--- config.mk ---
export PLATFORM = sky130hd
export DESIGN_NAME = fetch_stage
export DESIGN_NICKNAME = d
export VERILOG_FILES = /design/src/rtl/fetch_stage.sv
export SDC_FILE = /design/constraint.sdc
export NUM_CORES = 1
export LEC_CHECK = 0
export ABC_AREA = 0
export CELL_PAD_IN_SITES_DETAIL_PLACEMENT = 1
export CELL_PAD_IN_SITES_GLOBAL_PLACEMENT = 1
export CORE_MARGIN = 2
export CORE_UTILIZATION = 36
export CTS_CLUSTER_DIAMETER = 150
export DETAILED_ROUTE_END_ITERATION = 7
export PLACE_DENSITY = 0.79
export SLEW_MARGIN = 40
export SYNTH_ARGS = -nofsm -noshare
export SYNTH_HDL_FRONTEND = slang
export SYNTH_SLANG_ARGS = --single-unit
--- constraint.sdc ---
create_clock -name CLK -period 2.23 [get_ports CLK]
set_input_delay 0.446 -clock CLK [delete_from_list [all_inputs] [get_ports CLK]]
set_output_delay 0.446 -clock CLK [all_outputs]
set_load 0.05 [all_outputs]
--- src/rtl/fetch_stage.sv ---
// -----------------------------------------------------------------------------
// fetch_stage -- BlueberryV instruction fetch stage.
//
// Owns the PC. Issues at most one outstanding read to instruction memory over
// a request/grant/response handshake. Delivers instructions to decode through
// the DE_* output register. A one-entry buffer holds a response that arrives
// while decode is stalled, so no fetch is lost or duplicated. Execute-stage
// redirects flush the output, the buffer and any in-flight response.
//
// Optional feature macro: FETCH_MISALIGN_CHK_EN
//   defined   : a redirect to a target that is not word aligned sets the
//               sticky FE_MISALIGN flag and parks the block in HALT until RST.
//   undefined : no FE_MISALIGN port; redirect targets are forced to word
//               alignment.
//
// Ports:
//   CLK          clock, rising edge
//   RST          synchronous active-high reset
//   IM_REQ       instruction memory request valid
//   IM_ADDR      request address (the PC register)
//   IM_GNT       memory accepted the request this cycle
//   IM_RVALID    response valid
//   IM_RDATA     returned instruction word
//   DE_STALL     decode cannot accept; DE_* hold
//   BR_TAKEN     redirect request from execute
//   BR_TARGET    redirect address
//   DE_V         DE_IR/DE_PC hold a valid instruction
//   DE_IR        instruction to decode
//   DE_PC        address of DE_IR
//   FE_MISALIGN  sticky misaligned-redirect flag (macro builds only)
// -----------------------------------------------------------------------------
module fetch_stage #(
  parameter logic [15:0] RESET_PC = 16'h1000
) (
  input  logic        CLK,
  input  logic        RST,
  output logic        IM_REQ,
  output logic [15:0] IM_ADDR,
  input  logic        IM_GNT,
  input  logic        IM_RVALID,
  input  logic [31:0] IM_RDATA,
  input  logic        DE_STALL,
  input  logic        BR_TAKEN,
  input  logic [15:0] BR_TARGET,
  output logic        DE_V,
  output logic [31:0] DE_IR,
  output logic [15:0] DE_PC
`ifdef FETCH_MISALIGN_CHK_EN
  ,
  output logic        FE_MISALIGN
`endif
);

  localparam int unsigned AW = 16;
  localparam int unsigned DW = 32;
  localparam logic [DW-1:0] NOP = 32'h0000_0013;

  typedef enum logic [2:0] {
    S_REQ   = 3'd0,
    S_WAIT  = 3'd1,
    S_HOLD  = 3'd2,
    S_DRAIN = 3'd3
`ifdef FETCH_MISALIGN_CHK_EN
    ,
    S_HALT  = 3'd4
`endif
  } state_t;

  state_t          state;
  logic [AW-1:0]   pc;
  logic [AW-1:0]   req_pc;
  logic            buf_v;
  logic [DW-1:0]   buf_ir;
  logic [AW-1:0]   buf_pc;
  logic            de_v;
  logic [DW-1:0]   de_ir;
  logic [AW-1:0]   de_pc;
  state_t          br_state_c;
  logic            br_active_c;
  logic            br_misalign_c;
`ifdef FETCH_MISALIGN_CHK_EN
  logic            misalign;
`endif

  // Request is a decode of the state register, forced low during reset.
  assign IM_REQ  = (state == S_REQ) && !RST;
  assign IM_ADDR = pc;
  assign DE_V    = de_v;
  assign DE_IR   = de_ir;
  assign DE_PC   = de_pc;
`ifdef FETCH_MISALIGN_CHK_EN
  assign FE_MISALIGN = misalign;
`endif

  // Where a redirect lands, depending on whether a request is in flight.
  always_comb begin
    br_state_c = S_REQ;
    case (state)
      S_REQ:   br_state_c = IM_GNT    ? S_DRAIN : S_REQ;
      S_WAIT:  br_state_c = IM_RVALID ? S_REQ   : S_DRAIN;
      S_HOLD:  br_state_c = S_REQ;
      S_DRAIN: br_state_c = IM_RVALID ? S_REQ   : S_DRAIN;
      default: br_state_c = S_REQ;
    endcase
  end

  // A halted block ignores redirects; only reset brings it back.
`ifdef FETCH_MISALIGN_CHK_EN
  assign br_active_c   = BR_TAKEN && (state != S_HALT);
  assign br_misalign_c = (BR_TARGET[1:0] != 2'b00);
`else
  assign br_active_c   = BR_TAKEN;
  assign br_misalign_c = 1'b0;
`endif

  // Fetch control, PC, buffer and decode output register.
  always_ff @(posedge CLK) begin
    if (RST) begin
      state  <= S_REQ;
      pc     <= RESET_PC;
      req_pc <= '0;
      buf_v  <= 1'b0;
      buf_ir <= NOP;
      buf_pc <= '0;
      de_v   <= 1'b0;
      de_ir  <= NOP;
      de_pc  <= '0;
`ifdef FETCH_MISALIGN_CHK_EN
      misalign <= 1'b0;
`endif
    end else if (br_active_c) begin
      // Redirect flushes everything younger than execute, stall or not.
      de_v  <= 1'b0;
      buf_v <= 1'b0;
`ifdef FETCH_MISALIGN_CHK_EN
      pc <= BR_TARGET;
      if (br_misalign_c) begin
        misalign <= 1'b1;
        state    <= S_HALT;
      end else begin
        state <= br_state_c;
      end
`else
      pc    <= BR_TARGET & ~AW'(3);
      state <= br_state_c;
`endif
    end else begin
      case (state)
        S_REQ: begin
          if (!DE_STALL) de_v <= 1'b0;
          if (IM_GNT) begin
            req_pc <= pc;
            pc     <= pc + AW'(4);
            state  <= S_WAIT;
          end
        end

        S_WAIT: begin
          if (IM_RVALID) begin
            if (!DE_STALL) begin
              de_v  <= 1'b1;
              de_ir <= IM_RDATA;
              de_pc <= req_pc;
              state <= S_REQ;
            end else begin
              buf_v  <= 1'b1;
              buf_ir <= IM_RDATA;
              buf_pc <= req_pc;
              state  <= S_HOLD;
            end
          end else if (!DE_STALL) begin
            de_v <= 1'b0;
          end
        end

        // Buffered instruction waits here; no new request until it leaves.
        S_HOLD: begin
          if (!DE_STALL) begin
            de_v  <= buf_v;
            de_ir <= buf_ir;
            de_pc <= buf_pc;
            buf_v <= 1'b0;
            state <= S_REQ;
          end
        end

        // The in-flight response belongs to a flushed path: swallow it.
        S_DRAIN: begin
          if (!DE_STALL) de_v <= 1'b0;
          if (IM_RVALID) state <= S_REQ;
        end

`ifdef FETCH_MISALIGN_CHK_EN
        S_HALT: begin
          de_v <= 1'b0;
        end
`endif

        default: state <= S_REQ;
      endcase
    end
  end

  // Only consulted in macro builds; keeps the default build free of dangling logic.
  logic unused_c;
  assign unused_c = br_misalign_c;

endmodule

* Yosys cells after proc, flatten, opt, wreduce, memory -nomap -nowiden
Cells that the tools add are included.
** Storage, ports and cells
- Bits in registers :: 133
- Output and inout port bits :: 66
- Word-level logic and storage cells :: 72
** Cells by class
- Add/subtract/negate cells :: 1
- Equal/unequal tests :: 12
- Muxes and demuxes :: 30
- Bitwise logic cells :: 1
- Reduce and logical (&&, ||, !) cells :: 18
** Operator list (number)
- two-way mux 16 bit :: 6
- two-way mux 32 bit :: 3
- one-hot mux 32 bit (2 select lines) :: 1
- one-hot mux 16 bit (2 select lines) :: 1
- adder 16 x 3 -> 16 bit (second input constant) :: 1
- two-way mux 3 bit :: 5
- inequality test 3 bit (second input constant) :: 5
- one-hot mux 3 bit (4 select lines) :: 1
- AND reduction 4 bit :: 3
- inequality test 2 bit (second input constant) :: 4
- two-way mux 1 bit :: 7
- equality test 3 x 2 -> 1 bit (second input constant) :: 2
- two-way mux 2 bit :: 3
- AND reduction 3 bit :: 2
- nonzero test 2 bit :: 3
- OR reduction 2 bit :: 3
- AND reduction 5 bit :: 1
- one-hot mux 2 bit (2 select lines) :: 1
- AND reduction 2 bit :: 2
- equality test 3 x 1 -> 1 bit (second input constant) :: 1
- logical NOT 3 bit :: 1
- one-hot mux 1 bit (3 select lines) :: 1
- nonzero test 3 bit :: 1
- one-hot mux 1 bit (2 select lines) :: 1
- other kinds (3) :: 3

* Longest topological paths before layout
- Depth in word-level cells :: 4
- Mapped depth :: 9

* Worst setup path after synthesis
OpenSTA, ideal clock, no wires.
- Path type :: register -> output
- Start point :: reg state[0]
- End point :: out IM_REQ
- Arrival :: 1.480 ns
- Required time :: 1.784 ns
- Setup slack :: 0.304 ns
- Stages on the path, launching flop included :: 5
- Buffers on the path :: 1
- Cells stage by stage :: dfxtp_1 inv_1 ha_1 clkbuf_8 nor2b_1
** On the way
- Word-level cells in the longest chain between the ends :: 2
** RTL lines
- start: declaration :: line 69 : state_t state;
- start signal: assignment :: line 145 : state <= br_state_c;
- logical NOT 3 bit :: line 86 : assign IM_REQ = (state == S_REQ) && !RST;
- logical AND 1 bit :: line 86
- end: declaration :: line 37 : output logic IM_REQ,
Every way passes these cells.

* Worst setup path in the final report
- Start point :: reg pc[8] (netlist: IM_ADDR[8])
- End point :: out IM_ADDR[8]
** RTL lines
- start: declaration :: line 70 : logic [AW-1:0] pc;
- start signal: assignment :: line 144 : pc <= BR_TARGET & ~AW'(3);
- start signal: assignment :: line 153 : pc <= pc + AW'(4);
- end: declaration :: line 38 : output logic [15:0] IM_ADDR,
No word-level cell between the ends.

==> reports/qor.csv <==
stage,metric,value,unit
global_routing,global-route wire length before repair,24800,um
logic_synthesis,library cells used by synthesis,43,
run_status,status,completed,
die,Initial Utilization,0.368,
global_routing,met1 usage,0.224,
worst_setup_path,kind of critical path,flop to output pin,
routing,antenna-violating nets left,0,
routing,vias per inst,5.17,
logic_synthesis,sequential share of the synthesized area,0.466,
worst_setup_path,"CP delay by family, top",buffers and inverters,
global_routing,grt met2 use,0.342,
cts,Skew-Pair Late Insertion Delay,0.42,ns
worst_setup_path,CP Depth,1,
cts,CTS sink cnt,124,
global_routing,vias in the first global route,4934,
hold_path,hold path cells,2,
logic_synthesis,"area leader, netlist",dfxtp_1,
logic_synthesis,cells after synthesis,611,
power_and_ir_drop,Static Leakage,2.48,nW
cts,total CTS buffers,17,
worst_setup_path,CP peak stage delay,0.86,ns
worst_setup_path,crit path max fanout,5,
logic_synthesis,average cell area after synthesis,8.72,um2
die,DIE AREA,0.0158,mm2
cells_and_area,final instance area,0.00724,mm2
timing,"Hold Vio Cnt, Final",0,
die,core box area,0.0145,mm2
worst_setup_path,RR Startpoint,state[1]$_SDFFE_PP0P_,
logic_synthesis,largest cells by area after synthesis,"dfxtp_1, nand2_1, mux2i_1",
worst_setup_path,Slowest cell on crit path,clkdlybuf4s50_1,
die,# IOs,120,
global_routing,Top Usage Layer GRT,met2,
routing,DR WL/cell,16.4,um
place,GP Congestion,0.815,
power_and_ir_drop,Max rail drop VDD,0.588,mV
timing,Worst Skew,0.0116,ns
routing,initial detailed-routing violation count,255,
logic_synthesis,yosys warns,0,
timing,worst-margin pin slew,0.610,ns
hold_path,worst hold path class,primary input to flop,
timing,fin crit period,2.19,ns
timing,fin crit share,0.982,
cells_and_area,Layout fillers,1701,
logic_synthesis,synthesized cell area,0.00533,mm2
routing,total wire length,15000,um
global_routing,met3 Use GR,0.0416,
worst_setup_path,endpoint type of the worst setup path,output pin,
worst_setup_path,reg-to-reg endpoint,DE_IR[2]$_SDFFE_PP0P_,
worst_setup_path,Worst EP arrival,1.74,ns
cts,clk slew on worst S/H paths,0.05,ns
worst_setup_path,r2r worst-path depth,7,
timing,RSZ-0062 raised after global routing,false,
cells_and_area,layout cells sized above 1,0.0919,
timing,worst relative slew slack,0.594,
cts,H-tree Lvls,4,
worst_setup_path,crit start category,flop,
place,Post-DP Area,0.00666,mm2
worst_setup_path,Crit path required time,1.78,ns
cells_and_area,Layout Nets,780,
place,Port Buffers,113,
global_routing,largest net degree at the start of global routing,59,
routing,via count,4716,
cts,CTS tree,built,
worst_setup_path,r2r setup slk,0.15,ns
cells_and_area,ANT cells,0,
worst_setup_path,Worst Path Buf+Inv,1,
die,Die Y,126,um
place,HPWL Detailed,10400,um
global_routing,initial antenna violation count,0,
routing,drt pass-1 iters,4,
timing,# setup viols final,0,
hold_path,sink of the worst hold path,buf_ir[31]$_SDFFE_PP0P_,
timing,Max Clock Freq,0.457,GHz
timing,Final Max Tran Viols,0,
die,row count,44,
timing,final worst slack,0.0402,ns
routing,# DRC,0,
cts,clock buffer depth,2,
cts,Root Driver,clkbuf_16,
place,pre-CTS WS,-0.00557,ns
logic_synthesis,top cell type's share of synthesized area,0.466,
worst_setup_path,crit-path cells,clkdlybuf4s50_1,
job,max cap viols,0,
global_routing,GRT Residual Overflow,0,
timing,Fin Setup TNS,0,ns
cells_and_area,P&R area growth vs syn,36.0,%
power_and_ir_drop,pwr dens,923,mW/mm2
hold_path,beginning of the worst hold path,RST,
logic_synthesis,synthesized flop and latch total,124,
global_routing,gr usage total,0.194,
die,die width,126,um
cts,postcts setup bufs,0,
## placed cells by master, fill, tap and decap left out, types with 4 or more instances in the layout
| master | netlist | routed |
|---|---|---|
| clkbuf_8 | 2 | 4 |
| ha_1 | 8 | 7 |
| inv_1 | 8 | 8 |
| a21oi_1 | 60 | 60 |
| nand4_1 | 4 | 4 |
| conb_1 | 1 | 4 |
| clkbuf_16 | 0 | 17 |
| nor3_1 | 4 | 4 |
| nand2_1 | 137 | 137 |
| nor2_1 | 57 | 57 |
| mux2i_1 | 47 | 47 |
| o21ai_0 | 6 | 6 |
| a211oi_1 | 48 | 48 |
| xnor2_1 | 10 | 10 |
| dfxtp_1 | 124 | 124 |
| clkdlybuf4s50_1 | 0 | 107 |
| nand3_1 | 9 | 9 |
| buf_12 | 0 | 5 |
| buf_4 | 6 | 18 |
## power breakdown
group          internal (mW)  switching [mW]
clock                   1.75           0.971
combinational          0.577           0.935
sequential              2.35           0.102
total                   4.68            2.01
## area by class of cell
cell class	instances	area (um2)	share of cell area
Timing Repair Buffer	135	1360	0.188
Tap cell	184	230	0.0318
Clock inverter	6	86.3	0.0119
Clock buffer	24	492	0.0679
Sequential cell	124	2480	0.343
Multi-Input combinational cell	431	2560	0.353
Inverter	9	33.8	0.00466
## state kept, by name, indices dropped and copies added (netlist names)
name and count:
state 2, buf_pc 14, DE_PC 14, buf_v 1, DE_IR 32, IM_ADDR 14, req_pc 14, DE_V 1
buf_ir 32
## repair_timing
action / in CTS / in global routing
endpoints found under the setup margin: 2 / 3
resized for setup: 2 / 3
endpoints found under the hold margin: 0 / 0
hold buffers: 0 / 0
cloned: 0 / 0
pin swaps: 0 / 0
## metal layers
metal / routed length, um / vias up
li1: - / 2303
met1: 6380 / 2270
met2: 7650 / 111
met3: 570 / 32
met4: 375 / 0
met5: 0 / -
## how the worst max path moves through the flow
stage                                 start                endpoint  slack [ns]
detailed placement                IM_RVALID   DE_IR[3]$_SDFFE_PP0P_      -0.006
finish              IM_ADDR[8]$_SDFFE_PP0P_              IM_ADDR[8]        0.04
global placement                   BR_TAKEN  req_pc[3]$_SDFFE_PP0P_         0.1
floorplan             state[0]$_SDFFE_PP0P_                  IM_REQ        0.30
CTS                 IM_ADDR[3]$_SDFFE_PP0P_              IM_ADDR[3]      0.0004
global route          state[1]$_SDFFE_PP0P_  DE_IR[31]$_SDFFE_PP0P_      0.0008
## Yosys cell counts, drive strengths merged
cell type / number
a21boi: 1
inv: 8
or2: 1
xnor2: 10
dfxtp: 124
conb: 1
a311oi: 3
nand2: 138
nor3: 5
a31oi: 3
o211ai: 4
buf: 35
a211oi: 51
nand4: 5
o21ai: 6
o21bai: 1
nand3b: 1
clkinv: 1
clkbuf: 15
a2111oi: 1
nor4: 5
nor2b: 2
or3: 3
ha: 8
nand3: 10
a21oi: 60
nand2b: 1
and3: 1
mux2i: 47
a221oi: 2
nor2: 58
## cell families after synthesis
group                    after synthesis  share of synthesized area
AO/OA/AOI/OAI                        132                      0.161
XOR/XNOR                              10                     0.0164
adder cells (fa/ha/maj)                8                     0.0188
buffers and inverters                 59                     0.0599
flip-flops                           124                      0.466
multiplexers                          47                     0.0883
other                                  1                   0.000704
AND/OR/NAND/NOR                      230                      0.189
## metrics by stage
| step | hold slack [ns] | std cells | util | power (mW) |
|---|---|---|---|---|
| after floorplan | 0.436 | 614 | - | 3.50 |
| after global placement | 0.441 | 883 | 0.460 | 3.96 |
| after detailed placement | 0.448 | 883 | 0.460 | 4.01 |
| after CTS | 0.248 | 913 | 0.500 | 6.74 |
| after global routing | 0.245 | 913 | 0.500 | 6.96 |
| final | 0.266 | 913 | 0.500 | 6.69 |
(Power assumes the default switching activity.)
==> patch 1: new RTL, same settings <==
Encoding of `state_t`: now Gray code (2 bits for 4 states).
--- a/src/rtl/fetch_stage.sv
+++ b/src/rtl/fetch_stage.sv
@@ -55,11 +55,11 @@
   localparam int unsigned DW = 32;
   localparam logic [DW-1:0] NOP = 32'h0000_0013;
 
-  typedef enum logic [2:0] {
-    S_REQ   = 3'd0,
-    S_WAIT  = 3'd1,
-    S_HOLD  = 3'd2,
-    S_DRAIN = 3'd3
+  typedef enum logic [1:0] {
+    S_REQ   = 2'b00,
+    S_WAIT  = 2'b01,
+    S_HOLD  = 2'b11,
+    S_DRAIN = 2'b10
 `ifdef FETCH_MISALIGN_CHK_EN
     ,
     S_HALT  = 3'd4
Check against the original RTL: no difference found for any inputs over 4 cycles, from zero or initial values and one cycle with RST high; so few cycles prove little.
==> patch 1 against the original RTL <==
  * Area after synthesis fell by 2.1%
  * Global-route usage shrank 0.11 points
  * Sequential cell count did not move
  * Critical endpoint is now IM_ADDR[6]
  * Wire length grew 3.0%
  * Setup slack lost 0.0054 ns
  * Clock skew decreased by 0.0031 ns
  * Worst hold slack improved by 0.051 ns
  * First-iteration DRC count rose by 2.7%
  * Critical path type unchanged
  * Cell area is 1.4% lower
  * Maximum frequency decreased by 0.25%
Power is not compared: it rests on default switching activity, and its combinational part moved more than twofold at a synthesized area within 25%.
==> patch 1: results (changes against the original RTL) <==
- Status: completed
- R2R Setup Slk: 0.20 ns (+0.05 ns)
- Reg2Reg Depth: 8 (+1)
- DRT iter0 DRCs: 262 (+2.7%)
- Non-Filler Instances: 910 (-0.33%)
- Worst Hold End: IM_ADDR[4]$_SDFFE_PP0P_
- Worst slew margin: 62.39% (+3.0 points)
- Met2 routed wirelength: 7826 µm (+2.4%)
- GR Util met3: 3.995% (-0.17 points)
- Routability cong.: 0.8207 (+0.76%)
- Reg2reg start: state[1]$_SDFFE_PP0P_
- Fillers: 1,635 (-3.9%)
- Global-route wire length before repair: 24,380 µm (-1.8%)
- R2R Path End: DE_IR[18]$_SDFFE_PP0P_
- PostCTS Resize Cnt: 3 (+1)
- Hpwl dp: 9759 µm (-5.9%)
- Xor and xnor area share after synthesis: 1.512% (-0.13 points)
- Synth Area in Adders: 1.679% (-0.20 points)
- Largest net degree at the start of global routing: 113 (+92%)
- Post-synth ARST share: 0% (unchanged)
- Setup Skew: 0.008484 ns (-0.003088 ns)
- Synth top cells by count: 142 x nand2_1, 124 x dfxtp_1, 63 x a21oi_1
- Wire per inst: 16.95 µm (+3.4%)
- Dpl cells: 876 (-0.79%)
- Critical path capture point: IM_ADDR[6]
- Max VDD drop: 534.1 µV
- Routed wl met3: 533 µm (-6.5%)
- Vias per inst: 5.197 (+0.61%)
- WHS: 0.3170 ns (+0.05077 ns)
- Initial antenna violation count: 0 (unchanged)
- Metal-1 WL: 6747 µm (+5.8%)
- Share of layout cells above drive strength 1: 7.945% (-1.2 points)
- Met2 GRT Util: 33.08% (-1.2 points)
- Static Leak: 2.387 nW
- Placement Cell Area: 0.006543 mm² (-1.8%)
- Post-synthesis sequential area ratio: 47.60% (+1.0 points)
- Vias in the first global route: 4,957 (+0.47%)
- Period utilization: 98.44% (+0.24 points)
- CP max FO: 5 (unchanged)
- GRT Total Usage: 19.28% (-0.11 points)
- Most used DFF post-synth: dfxtp_1
- Yosys warns: 0 (unchanged)
- Avg Inst Size Synth: 8.521 µm² (-2.3%)
- CP max-delay cell: clkdlybuf4s50_1
- Synth top area cells: dfxtp_1 48%, nand2_1 10%, mux2i_1 9.0%
- CP Launch Point: IM_ADDR[6]$_SDFFE_PP0P_
- Combinational Power Share: 11.8%
- Final Setup Violations: 0 (unchanged)
- Dpl ws: -0.03201 ns (-0.02644 ns)
- Synth unique cells: 44 (+2.3%)
- H-tree Lvls: 4 (unchanged)
- GR Util met1: 23.14% (+0.70 points)
- Root Buffer: clkbuf_16
- Post-synthesis mux area share: 9.021% (+0.19 points)
- PortBufs: 113 (unchanged)
- Sw frac: 25.19%
- Worst path top cell family by delay: buffers and inverters
- Compound-Gate Fraction of Synth Area: 15.88% (-0.18 points)
==> patch 1: cell count changes after synthesis, sizes merged, moves of 3 or more <==
cell / delta
xnor2: -3
clkbuf: +4
nand4: +3
buf: -7
o21ai: -3
a21oi: +3
nor3b: +3
nand2: +4
==> patch 1: final cells by class <==
class	count	area [µm²]	area share, %
clock inverter	9	98.84	1.383
inverter	7	26.28	0.3677
tap	180	225.2	3.152
multi-input combinational	435	2502	35.02
sequential	124	2482	34.74
clock buffer	21	440.4	6.164
timing repair buffer	134	1370	19.17
==> patch 1: stage by stage <==
step / TNS [ns] / util [%] / total power [W]
2_1_floorplan: 0 / - / 0.002748
3_3_place_gp: 0 / 46.59 / 0.003001
3_5_place_dp: -0.1600 / 46.59 / 0.003023
4_1_cts: 0 / 50.43 / 0.005608
5_1_grt: 0 / 50.89 / 0.005773
6_report: 0 / 50.89 / 0.005552
==> patch 2: new RTL, config.mk and constraints unchanged <==
Made on the original files. Add a define of `FETCH_MISALIGN_CHK_EN`.
--- a/src/rtl/fetch_stage.sv
+++ b/src/rtl/fetch_stage.sv
@@ -29,6 +29,8 @@
 //   DE_PC        address of DE_IR
 //   FE_MISALIGN  sticky misaligned-redirect flag (macro builds only)
 // -----------------------------------------------------------------------------
+`define FETCH_MISALIGN_CHK_EN
+
 module fetch_stage #(
   parameter logic [15:0] RESET_PC = 16'h1000
 ) (
Behaviour (old outputs only; new: FE_MISALIGN): not the same (a bounded check fails within 4 cycles, from zero or initial values and one cycle with RST high).
==> patch 2 against the original RTL <==
  * Maximum frequency rose by 1.9%
  * Global-route usage grew 0.78 points
  * Critical path type unchanged
  * Total power fell by 2.4%
  * Critical path depth is the same
  * Wire length up 17%
  * Clock power up 6%
  * Via count grew 12%
  * Sequential cell count up 10
  * Cell area increased by 11%
  * Final cell count is 11% higher
  * Area after synthesis increased by 12%
  * Non-clock buffer count rose by 12
  * Sequential share of layout area decreased by 0.91 points
  * Setup slack improved by 0.042 ns
==> patch 2: results (changes against the original RTL) <==
- Status: completed
- Vias in the first global route: 5,631 (+14%)
- Wire per inst: 17.34 µm (+5.7%)
- HP Class: reg -> reg
- R2R Path End: IM_ADDR[13]$_SDFFE_PP0P_
- Compound-Gate Fraction of Synth Area: 20.63% (+4.6 points)
- Arr. time, crit path: 1.70 ns (-0.04 ns)
- Xor and xnor area share after synthesis: 0.1469% (-1.5 points)
- Synth top area cells: dfxtp_1 45%, nand2_1 9.1%, mux2i_1 8.1%
- Via Count: 5,275 (+12%)
- GR Util met3: 3.946% (-0.22 points)
- Met2 GRT Util: 34.72% (+0.47 points)
- Total Wirelength: 17,490 µm (+17%)
- Internal power: 0.004775 W (+2.1%)
- Routability cong.: 0.8462 (+3.9%)
- Reg2Reg Depth: 4 (-3)
- Synth Area in Adders: 0.2098% (-1.7 points)
- Fin nets: 831 (+6.5%)
- Placement Cell Area: 0.007416 mm² (+11%)
- Hpwl dp: 12,000 µm (+16%)
- DRT iter0 DRCs: 219 (-14%)
- Post-synthesis sequential area ratio: 44.99% (-1.6 points)
- R2R Setup Slk: 0.26 ns (+0.11 ns)
- Synth unique cells: 64 (+49%)
- CP Launch Point: IM_ADDR[14]$_SDFFE_PP0P_
- Worst slew margin: 54.56% (-4.8 points)
- Critical path capture point: IM_ADDR[14]
-- patch 2: logic make-up (layout without fill, tap and decap cells) --
logic type,Yosys count,in the layout
simple gates,255,255
compound gates,161,161
flops,134,134
buf+inv,61,186
mux,51,51
fa+ha+maj,1,1
xor+xnor,1,1
-- patch 2: stage by stage --
| stage | setup WS [ns] | hold WS (ns) | util [%] |
|---|---|---|---|
| 2_1_floorplan | 0.1753 | 0.4340 | - |
| 3_3_place_gp | 0.05523 | 0.4409 | 45.20 |
| 3_5_place_dp | -0.07804 | 0.4521 | 45.20 |
| 4_1_cts | 0.009574 | 0.4328 | 48.91 |
| 5_1_grt | 0.01137 | 0.4763 | 49.04 |
| 6_report | 0.08197 | 0.4564 | 49.04 |
-- patch 2: cell type report --
class / count / share of cell area, %
clock buffers: 23 / 6.064
flip-flops and latches: 134 / 33.35
repair buffers: 147 / 18.68
well taps: 220 / 3.421
clock inverters: 9 / 1.524
multi-input cells: 469 / 36.64
inverters: 7 / 0.3265
